--- config.mk ---
export PLATFORM = sky130hd
export DESIGN_NAME = nios2_cordic_slave_arbiter
export DESIGN_NICKNAME = d
export VERILOG_FILES = /design/src/rtl/nios2_cordic_slave_arbiter.sv
export SDC_FILE = /design/constraint.sdc
export NUM_CORES = 1
export LEC_CHECK = 0
export CORE_UTILIZATION = 48
export CTS_CLUSTER_SIZE = 8
export DETAILED_ROUTE_END_ITERATION = 8
export PLACE_DENSITY = 0.91
export SLEW_MARGIN = 15
export SYNTH_ARGS = -nofsm -noshare
export SYNTH_HDL_FRONTEND = slang
export SYNTH_SLANG_ARGS = --single-unit
--- constraint.sdc ---
create_clock -name clock -period 3.9 [get_ports clock]
set_input_delay 0.585 -clock clock [delete_from_list [all_inputs] [get_ports clock]]
set_output_delay 0.585 -clock clock [all_outputs]
set_load 0.05 [all_outputs]
--- src/rtl/nios2_cordic_slave_arbiter.sv ---
// Two-master round-robin arbiter in front of one single-cycle Avalon-MM read slave.
// Optional ARB_LOCK_EN adds per-master lock inputs with a MAX_LOCK grant limit.
module nios2_cordic_slave_arbiter #(
  parameter int ADDR_W   = 1,
  parameter int DATA_W   = 32,
  parameter int MAX_LOCK = 4
) (
  input  logic              clock,
  input  logic              reset_n,
  input  logic [ADDR_W-1:0] m0_address,
  input  logic              m0_read,
  output logic              m0_waitrequest,
  output logic [DATA_W-1:0] m0_readdata,
  input  logic [ADDR_W-1:0] m1_address,
  input  logic              m1_read,
  output logic              m1_waitrequest,
  output logic [DATA_W-1:0] m1_readdata,
`ifdef ARB_LOCK_EN
  input  logic              m0_lock,
  input  logic              m1_lock,
`endif
  output logic [ADDR_W-1:0] s_address,
  input  logic [DATA_W-1:0] s_readdata
);

  typedef enum logic [1:0] {
    IDLE   = 2'd0,
    ACCESS = 2'd1,
    DONE   = 2'd2
  } state_t;

  state_t state_q;
  logic   gnt_q;
  logic   last_q;
  logic   win;
  logic   gnt_read;

`ifdef ARB_LOCK_EN
  localparam int CW = $clog2(MAX_LOCK + 1);
  logic [CW-1:0] lock_cnt_q;
  logic          lock_own_q;
  logic          lock_act;
  logic          gnt_lock;

  assign lock_act = (lock_cnt_q != '0) &&
                    (lock_cnt_q < CW'(MAX_LOCK));
  assign gnt_lock = gnt_q ? m1_lock : m0_lock;
`else
  logic unused_max_lock;
  assign unused_max_lock = ^MAX_LOCK;
`endif

  assign gnt_read = gnt_q ? m1_read : m0_read;

  always_comb begin
    win = ~last_q;
    unique case (1'b1)
      (m0_read && !m1_read): win = 1'b0;
      (m1_read && !m0_read): win = 1'b1;
      default: begin
`ifdef ARB_LOCK_EN
        if (lock_act) win = lock_own_q;
`endif
      end
    endcase
  end

  always_ff @(posedge clock or negedge reset_n) begin
    if (!reset_n) begin
      state_q        <= IDLE;
      gnt_q          <= 1'b0;
      last_q         <= 1'b1;
      s_address      <= '0;
      m0_waitrequest <= 1'b1;
      m1_waitrequest <= 1'b1;
      m0_readdata    <= '0;
      m1_readdata    <= '0;
`ifdef ARB_LOCK_EN
      lock_cnt_q     <= '0;
      lock_own_q     <= 1'b0;
`endif
    end else begin
      unique case (state_q)
        IDLE: begin
          if (m0_read || m1_read) begin
            gnt_q     <= win;
            last_q    <= win;
            s_address <= win ? m1_address : m0_address;
            state_q   <= ACCESS;
`ifdef ARB_LOCK_EN
            if (win != lock_own_q) lock_cnt_q <= '0;
`endif
          end
        end
        ACCESS: begin
          // A dropped read aborts; last_q keeps the new grant
          if (gnt_read) begin
            if (gnt_q) begin
              m1_readdata    <= s_readdata;
              m1_waitrequest <= 1'b0;
            end else begin
              m0_readdata    <= s_readdata;
              m0_waitrequest <= 1'b0;
            end
            state_q <= DONE;
          end else begin
            state_q <= IDLE;
          end
        end
        DONE: begin
          m0_waitrequest <= 1'b1;
          m1_waitrequest <= 1'b1;
          state_q        <= IDLE;
`ifdef ARB_LOCK_EN
          if (gnt_lock) begin
            lock_own_q <= gnt_q;
            if (lock_cnt_q != CW'(MAX_LOCK))
              lock_cnt_q <= lock_cnt_q + 1'b1;
          end else begin
            lock_cnt_q <= '0;
          end
`endif
        end
        default: state_q <= IDLE;
      endcase
    end
  end

endmodule
# Word level (Yosys, flattened, before mapping)

Index checks and enable logic that the tools add are counted.

Word-level logic and storage cells: 40
Register bits after elaboration: 71

Reduce and logical (&&, ||, !) cells: 12
Muxes and demuxes: 12
Bitwise gates (word level): 2
Eq/ne operators: 6

Operator list:

| cell                                                 | number |
|---|---|
| AND reduction 3 bit                                  | 4 |
| != test 2 bit (second input constant)                | 4 |
| 2-to-1 mux 1 bit                                     | 6 |
| one-hot mux 1 bit (2 select lines)                   | 3 |
| 2-to-1 mux 2 bit                                     | 2 |
| one-hot mux 2 bit (2 select lines)                   | 1 |
| equality test 2 x 1 -> 1 bit (second input constant) | 1 |
| equality test 2 bit (second input constant)          | 1 |
| logical AND 1 bit                                    | 2 |
| logical NOT 1 bit                                    | 2 |
| logical NOT 2 bit                                    | 1 |
| inverter 1 bit                                       | 2 |
| AND reduction 2 bit                                  | 1 |
| nonzero test 2 bit                                   | 1 |
| logical OR 1 bit                                     | 1 |

# Longest topological paths before layout

Gate-level depths: netlist of the first run.

Depth in word-level cells: 4
Mapped depth: 5
Depth with buffers taken out: 5

# Least setup slack after synthesis of the first run

Ideal clock, no wire load.

Path kind: input-to-reg
Start: input port m0_read
End: register s_address
Data arrival time: 1.516 ns
Path slack: 2.302 ns
Library setup time: 0.082 ns
Cell stages on the path: 5
Cells stage by stage: inv_1 -> ha_1 -> or2_2 -> a21bo_2 -> a31oi_1

Longest elaborated chain between the ends: 4
Elaborated cells on any way between the ends: 7
Classes of those cells: 2 x mux; 5 x reduce/logical

RTL lines:

| what                               | line | source |
|---|---|---|
| from (decl)                        | 11   | `input logic m0_read,` |
| logical NOT 1 bit                  | 59   | `(m1_read && !m0_read): win = 1'b1;` |
| logical AND 1 bit                  | 59   |  |
| one-hot mux 1 bit (2 select lines) | 57   | `unique case (1'b1)` |
| 2-to-1 mux 1 bit                   | 88   | `s_address <= win ? m1_address : m0_address;` |
| to (signal assigned)               | 88   |  |
| to (decl)                          | 22   | `output logic [ADDR_W-1:0] s_address,` |

Parallel ways exist; a longest one is shown, timed or not.
A chain may end at the register's enable or synchronous reset.

# Worst setup path after layout of the first run

Start: register m1_waitrequest
End: output port m1_waitrequest

RTL lines:

| what                   | line | source |
|---|---|---|
| from (decl)            | 16   | `output logic m1_waitrequest,` |
| from (signal assigned) | 75   | `m1_waitrequest <= 1'b1;` |
| from (signal assigned) | 100  | `m1_waitrequest <= 1'b0;` |
| from (signal assigned) | 112  | `m1_waitrequest <= 1'b1;` |

No word-level cell between the ends.

==> results.md, run 1 <==
- The run finished with clean final reports.
- The setup slack after placement is 1330 ps.
- Setup repair after global routing left no endpoint under its margin.
- The remaining max-slew budget at the tightest pin is 46.2%.
- The buffers plus inverters on the worst setup path is 1.
- The critical path goes through clkdlybuf4s50_1.
- The number of standard cells in the final layout excluding fillers is about 360.
- The final number of setup-violating endpoints is 0.
- The most numerous cell in the Yosys netlist is sky130_fd_sc_hd__dfrtp_1.
- The later-pin clock latency in the skew report is 330 ps.
- Fill cells in the final layout number 395.
- The tool flagged a number of max-cap violations equal to 0.
- The floorplan has 28 rows.
- The total of hold buffers inserted after clock tree synthesis is 0.
- Once the clock tree was built, the setup fixing pass inserted 0 buffers.
- Yosys attributes the largest share of cell area to sky130_fd_sc_hd__dfrtp_1, sky130_fd_sc_hd__mux2_4, sky130_fd_sc_hd__mux2_1.
- The count of buffers from port buffering is between 100 and 150.
- The longest clock path from root to sink contains 2 buffers.
- Dividing the detail-routed wire length by the instance count gives about 16 µm.
- From bottom edge to top edge, the die measures a little over 80 µm.
- The transition time at the pin with the least slew margin is 807 ps.
- In this run, synthesis produced a sequential element count of 71.
- For this run, the slowest stage of the critical path takes 800 ps.
- The clock period minus final worst setup slack is ~2300 ps.
- The CTS clock-pin slew for the worst setup and hold paths is 70 ps.
- The number of buffers added by the clock tree synthesis step is 9.
- The total wire length is 5.90 mm.
- The total overflow left after global routing is 0.
- The async set-reset flop share out of synthesis is 100%.
- The maximum achievable frequency is 0.443 GHz.
- After detailed placement, the design holds a cell count of 342.
- The final setup slack of the worst path is 1640 ps.
- The cell type group with the largest total delay on the critical path is buffers and inverters.
- The clock tree from TritonCTS is done.
- The synthesized design spends more area on one cell type than any other, namely sky130_fd_sc_hd__dfrtp_1.
- STA classifies the critical path startpoint as a flop.
- From synthesis to final layout, the design area changed by 42.6%.
- Post-CTS repair changed the size of 0 cells.
- The width of the die is 80.7 µm.
- In this run the count of I/O pins placed on the die edge is 105.
- The leading register cell type out of synthesis is sky130_fd_sc_hd__dfrtp_1.
- The final critical path takes up between 50 and 60% of the cycle.
- The tree is rooted in a sky130_fd_sc_hd__clkbuf_8.
- In the routed design, unresolved DRC markers number 0.
- At the worst endpoint, the required time is 3310 ps.
- The via count normalized by instance count is 4.87.
- The synthesized netlist contains 23 unique library cells.
- The number of synthesized flops with an enable pin is 0.
- After synthesis, flip-flops and latches occupy between 50% and 60% of the total area.
- The number of antenna violations at the first check in global routing came to 0.
- Cells fill 71.2% of the core in the end.
- During synthesis, Yosys emitted a total of 0 warnings.
- The arrival time reported for the critical path endpoint is about 1700 ps.
- The number of endpoints with negative hold slack in the final report is 0.
- The number of global-route vias before repair is 1844.
- Global routing consumed, over all layers together, between 20% and 30% of the routing resources.
- The instance count of the mapped netlist is between 150 and 200.
- The initial utilization of the core area, before any placement, comes to 49.9%.
- The area of the core is approximately 6000 µm².
- The first global-routing pass estimated 9.57 mm of wire.
- The H-tree was split into 3 levels.
- The average cell area after synthesis is 17.7 µm².
- In this run the worst path has a maximum fanout of 2.
- STA classifies the critical path endpoint as an output pin.
- After synthesis, the largest area contributor takes up a little under three fifths of total cell area.
- In this run the remaining antenna-violating nets after routing total 0.
- For this design, the sink count on the clock tree is 71.
- The class of the tightest hold or removal check is in2async.
- When the netlist entered floorplanning its net count stood at 208.
- The detailed-router iteration count before antenna repair is 4.
- The critical path is of the reg2out type.
- The largest net degree at the start of global routing is 44.
- The repair_antennas step left the layout with diodes totalling 0.
- The global placer's final weighted congestion is 0.717.
- The floorplan die area is 6510 µm².
- The number of nets in the finished design is between 300 and 400.
- The cell area that synthesis handed to floorplanning was 2970 µm².
- The max-slew violation total from the final report was 0.
- The accumulated negative setup slack is 0 ps.
- The routed layout has 1743 vias.
- The HPWL after detailed placement is 4.04 mm.
- The slowest stage of the critical path belongs to the cell sky130_fd_sc_hd__clkdlybuf4s50_1.
- The iteration-0 DRC count of the detailed router is 21.
- Sorting the synthesized cells by how often they occur yields sky130_fd_sc_hd__dfrtp_1, sky130_fd_sc_hd__mux2_4, sky130_fd_sc_hd__mux2_1, sky130_fd_sc_hd__mux2_2, sky130_fd_sc_hd__nand2_1.
- The share of cells above drive strength 1 is between 20% and 30%.
- For the final database, setup skew stands at 6.96 ps.
## path summary, 6_finish.rpt
check / cells past startpoint / endpoint / slack, ps / from
max: 1 / m1_waitrequest / 1640 / m1_waitrequest
min: 1 / m0_readdata[27] / 260 / reset_n
max reg2reg: 3 / m0_readdata[1] / 2040 / state_q[1]
min reg2reg: 2 / m1_waitrequest / 460 / m1_waitrequest
max in group asynchronous: 2 / m1_readdata[18] / 2670 / reset_n
min in group clock: 2 / m1_waitrequest / 460 / m1_waitrequest
## cell families (layout without fill, tap and decap cells)
logic type / count (synthesis) / after routing / synth area share [%]
buffers and inverters: 9 / 124 / 3.54
muxes: 64 / 64 / 30.4
adders and majority gates: 2 / 2 / 0.842
and+or+nand+nor: 16 / 16 / 4.08
AOI/OAI and AO/OA: 6 / 6 / 1.22
DFF: 71 / 71 / 59.9
## metrics by stage
stage	area [µm²]	hold WS, ps
after floorplan	2970	289
after global placement	4020	448
after detailed placement	4020	456
after CTS	4240	273
after global routing	4240	294
final	4240	256
## cell type report
class | count | area, µm² | area share, %
clock buffer | 13 | 159 | 3.75
inverter | 3 | 11.3 | 0.266
timing repair buffer | 105 | 1040 | 24.6
tap | 75 | 93.8 | 2.21
multi-input combinational | 88 | 1090 | 25.6
clock inverter | 3 | 65.1 | 1.53
sequential | 71 | 1780 | 42.0
## flip-flops by register name, indices dropped and copies added (netlist names)
name	cells
last_q	1
m1_readdata	32
m1_waitrequest	1
gnt_q	1
m0_readdata	32
m0_waitrequest	1
state_q	2
s_address	1
## cells in the final DEF, fill, tap and decap left out
cell,Yosys,final
sky130_fd_sc_hd__or2_2,1,1
sky130_fd_sc_hd__bufinv_16,0,2
sky130_fd_sc_hd__a21oi_1,3,3
sky130_fd_sc_hd__o21ai_0,1,1
sky130_fd_sc_hd__nand2_1,4,4
sky130_fd_sc_hd__mux2_1,9,9
sky130_fd_sc_hd__clkbuf_8,0,11
sky130_fd_sc_hd__clkinv_2,0,1
sky130_fd_sc_hd__a21bo_2,1,1
sky130_fd_sc_hd__inv_1,3,3
sky130_fd_sc_hd__nor2_8,1,1
sky130_fd_sc_hd__buf_4,0,1
sky130_fd_sc_hd__clkdlybuf4s50_1,0,103
sky130_fd_sc_hd__mux2_4,49,49
sky130_fd_sc_hd__nand2b_2,2,2
sky130_fd_sc_hd__nor3_2,1,1
sky130_fd_sc_hd__a31oi_1,1,1
sky130_fd_sc_hd__dfrtp_1,68,68
sky130_fd_sc_hd__nand4b_4,1,1
sky130_fd_sc_hd__and2_1,1,1
sky130_fd_sc_hd__ha_1,2,2
sky130_fd_sc_hd__nor2_1,3,3
sky130_fd_sc_hd__dfstp_2,3,3
sky130_fd_sc_hd__nand3_1,1,1
sky130_fd_sc_hd__buf_2,0,1
sky130_fd_sc_hd__mux2_2,6,6
sky130_fd_sc_hd__nand2b_1,1,1
sky130_fd_sc_hd__clkbuf_1,0,2
## per-layer routing
| metal | vias up | global-route usage, % | routed length (µm) |
|---|---|---|---|
| met5 | - | 0 | 0 |
| met4 | 0 | 8.57 | 89 |
| met3 | 9 | 6.59 | 399 |
| met2 | 66 | 31.8 | 2810 |
| met1 | 866 | 25.3 | 2600 |
| li1 | 802 | - | - |
Power of run 1 is left out: the tool's default activity adds up to more than one toggle a clock period on the data nets, which glitch-free logic cannot reach.
==> inputs of run 2 (changes only) <==
--- a/config.mk
+++ b/config.mk
@@ -5,10 +5,10 @@
 export SDC_FILE = /design/constraint.sdc
 export NUM_CORES = 1
 export LEC_CHECK = 0
-export CORE_UTILIZATION = 48
+export CORE_UTILIZATION = 45
 export CTS_CLUSTER_SIZE = 8
 export DETAILED_ROUTE_END_ITERATION = 8
-export PLACE_DENSITY = 0.91
+export PLACE_DENSITY = 0.86
 export SLEW_MARGIN = 15
 export SYNTH_ARGS = -nofsm -noshare
 export SYNTH_HDL_FRONTEND = slang
==> constraint.sdc (replaced) <==
create_clock -name clock -period 2.2 [get_ports clock]
set_input_delay 0.33 -clock clock [delete_from_list [all_inputs] [get_ports clock]]
set_output_delay 0.33 -clock clock [all_outputs]
set_load 0.05 [all_outputs]
==> results.md, run 2 (synthesis gave the netlist of run 1 again) <==
- The startpoint type of the worst setup path is a flop.
- The critical path starts at m0_waitrequest.
- The post-placement cell area is 4070 µm².
- The number of endpoints with negative hold slack in the final report is 0.
- The global placer's final weighted congestion is around 0.75.
- The first global-routing pass estimated roughly 9.6 mm of wire.
- Leaving out fill and tap cells, the most frequent cell in the layout is sky130_fd_sc_hd__clkdlybuf4s50_1.
- The detailed-router iteration count before antenna repair is 4.
- The worst setup path is captured at an output pin.
- The smallest clock period supported by the final layout is computed as ~2000 ps.
- The post-CTS setup buffer count is 0.
- Measured along the x axis, the die boundary spans 83.3 µm.
- Entering global routing, the biggest net connects 72 pins.
- The final number of setup-violating endpoints is 0.
- For this design the top-level I/O count stands at 105.
- The number of buffers and inverters on the critical path is 1.
- TritonCTS built the clock tree.
- Of all nets on the critical path, the largest fanout is 2.
- The remaining max-slew budget at the tightest pin is around two thirds.
- Of the available clock period, the critical path in the final layout requires about nine tenths.
- In this run, the number of DRC markers left after iteration 0 of detailed routing was 47.
- The critical path goes through clkdlybuf4s50_1.
- The via count normalized by instance count is 4.78.
- The vias after detailed routing is 1741.
- In this run the remaining antenna-violating nets after routing total 0.
- Data arrives at the worst endpoint at between 1500 and 2000 ps.
- The number of antenna violations at the first check in global routing was 0.
- The buffer levels on the longest clock path is 2.
- The CTS clock-pin slew for the worst setup and hold paths is 70 ps.
- For this run, the total global-route usage over all layers was measured as 17.9%.
- The number of antenna repair diodes is 0.
- In the final layout, the registers with the most flip-flops are m0_readdata (32), m1_readdata (32), state_q (2).
- The routed design has 5.66 mm of wire.
- The number of global-route vias before repair is 1938.
- The number of buffers added by the clock tree synthesis step is 9.
- The number of H-tree levels is 3.
- Setup repair after global routing left no endpoint under its margin.
- In this run the tool buffered the top-level ports with around 100 buffer cells.
- Based on the critical path, the design can be clocked at up to 0.502 GHz.
- Summed over all layers, the global routing overflow is 0.
- Summing all multi-input logic gate instances after layout gives 1090 µm².
- The max-slew violation total from the final report was 0.
- Leaving out fill and tap cells, the most frequent cells in the layout are sky130_fd_sc_hd__clkdlybuf4s50_1, sky130_fd_sc_hd__dfrtp_1, sky130_fd_sc_hd__mux2_4, sky130_fd_sc_hd__mux2_1, sky130_fd_sc_hd__clkbuf_8.
- The cell count after placement is 348.
- The path class of the tightest hold or removal check is in2async.
- The critical path class is reg2out.
- The clock arrives with 7.44 ps of skew.
- The number of resized instances in the post-cts repair step is 0.
- In this run the critical register-to-register path is launched from state_q[1].
- The number of standard cells in the final layout excluding fillers is 364.
- Row generation in the floorplan step produced 29 rows.
- The detailed-route DRC error count is 0.
- The highest cell delay on the worst timing path is 800 ps.
- The run finished with clean final reports.
- The net count of the finished layout is 322.
- The transition time at the pin with the least slew margin is 527 ps.
- From bottom edge to top edge, the die measures 83.3 µm.
- The required arrival time at the worst endpoint is 1870 ps.
- The post-route standard cell area excluding fillers is 4280 µm².
- The floorplan step defined a die boundary enclosing slightly below 7000 µm².
- Max-cap violations in this run came to 0.
- The number of filler instances in the final layout is 447.
- The later pin in the worst-skew pair is clocked with a latency of 330 ps.
- The total of hold buffers inserted after clock tree synthesis is 0.
- Detailed placement ended at an HPWL of 3.90 mm.
- The share of cells above drive strength 1 is 29.3%.
- The slowest stage of the critical path belongs to the cell sky130_fd_sc_hd__clkdlybuf4s50_1.
- The area taken by flip-flops and latches is about 1800 µm².
- Adding up every negative setup slack in the final design gives 0 ps.
- The area of the core is 6350 µm².
- Grouping stages by cell kind, the critical path spends the most delay in buffers and inverters.
- The buffer cell driving the clock tree root is sky130_fd_sc_hd__clkbuf_8.
- The number of sinks on the clock net is 71.
- The relative area change from synthesis to final layout is 43.9%.
- For this configuration, the core starts out at a cell density of 46.8%.
- The routed wire length per instance is 15.5 µm.
==> run 2: cell count changes in the layout (fill, tap and decap cells not counted), sizes merged <==
cell    change
buf         +4
clkbuf      -1
clkinv      +1
==> run 2: metrics by stage <==
stage | util [%] | hold slack (ps) | setup WS, ps
4_1_cts | 67.4 | 15.4 | 178
3_5_place_dp | 64.2 | 384 | 192
5_1_grt | 67.4 | 42.2 | 161
3_3_place_gp | 64.2 | 380 | 258
6_report | 67.4 | 18.5 | 208
2_1_floorplan | - | 34.4 | 816
==> run 2: final cells by class <==
class / instances / area share [%]
Sequential cell: 71 / 41.6
Clock buffer: 12 / 3.16
Clock inverter: 4 / 1.64
Multi-Input combinational cell: 88 / 25.4
Tap cell: 77 / 2.25
Timing Repair Buffer: 109 / 25.7
Inverter: 3 / 0.263
==> run 2: worst paths after layout <==
path	cells after the start	end	slack [ps]
max	1	m0_waitrequest	210
min	2	m1_readdata[26]	20
max reg2reg	4	m0_readdata[0]	640
min reg2reg	2	m1_waitrequest	460
max in group asynchronous	2	last_q	1870
min in group clock	2	m1_waitrequest	460
==> run 2: worst reg2reg max path: cells and delay by family (launching register included) <==
kind	cells	cell delay, ps
flip-flops	1	430
multiplexers	1	370
AND/OR/NAND/NOR	2	390
buffers and inverters	1	260
==> run 2: routing by layer <==
metal	track usage (%)	part of all wire (%)	wire length [µm]	vias up
met5	0	0	0	-
met4	7.05	0.62	35	0
met3	5.37	5.4	304	4
met2	29.0	49	2780	62
met1	22.6	45	2540	868
li1	-	-	-	807
Power of run 2 is left out for the same reason.
==> inputs of run 3 (changes only) <==
--- a/config.mk
+++ b/config.mk
@@ -13,3 +13,4 @@
 export SYNTH_ARGS = -nofsm -noshare
 export SYNTH_HDL_FRONTEND = slang
 export SYNTH_SLANG_ARGS = --single-unit
+export TNS_END_PERCENT = 5
==> results of run 3 <==
No change in the layout: final DEF, timing and power equal those of run 2.
Power of run 3 is left out for the same reason.
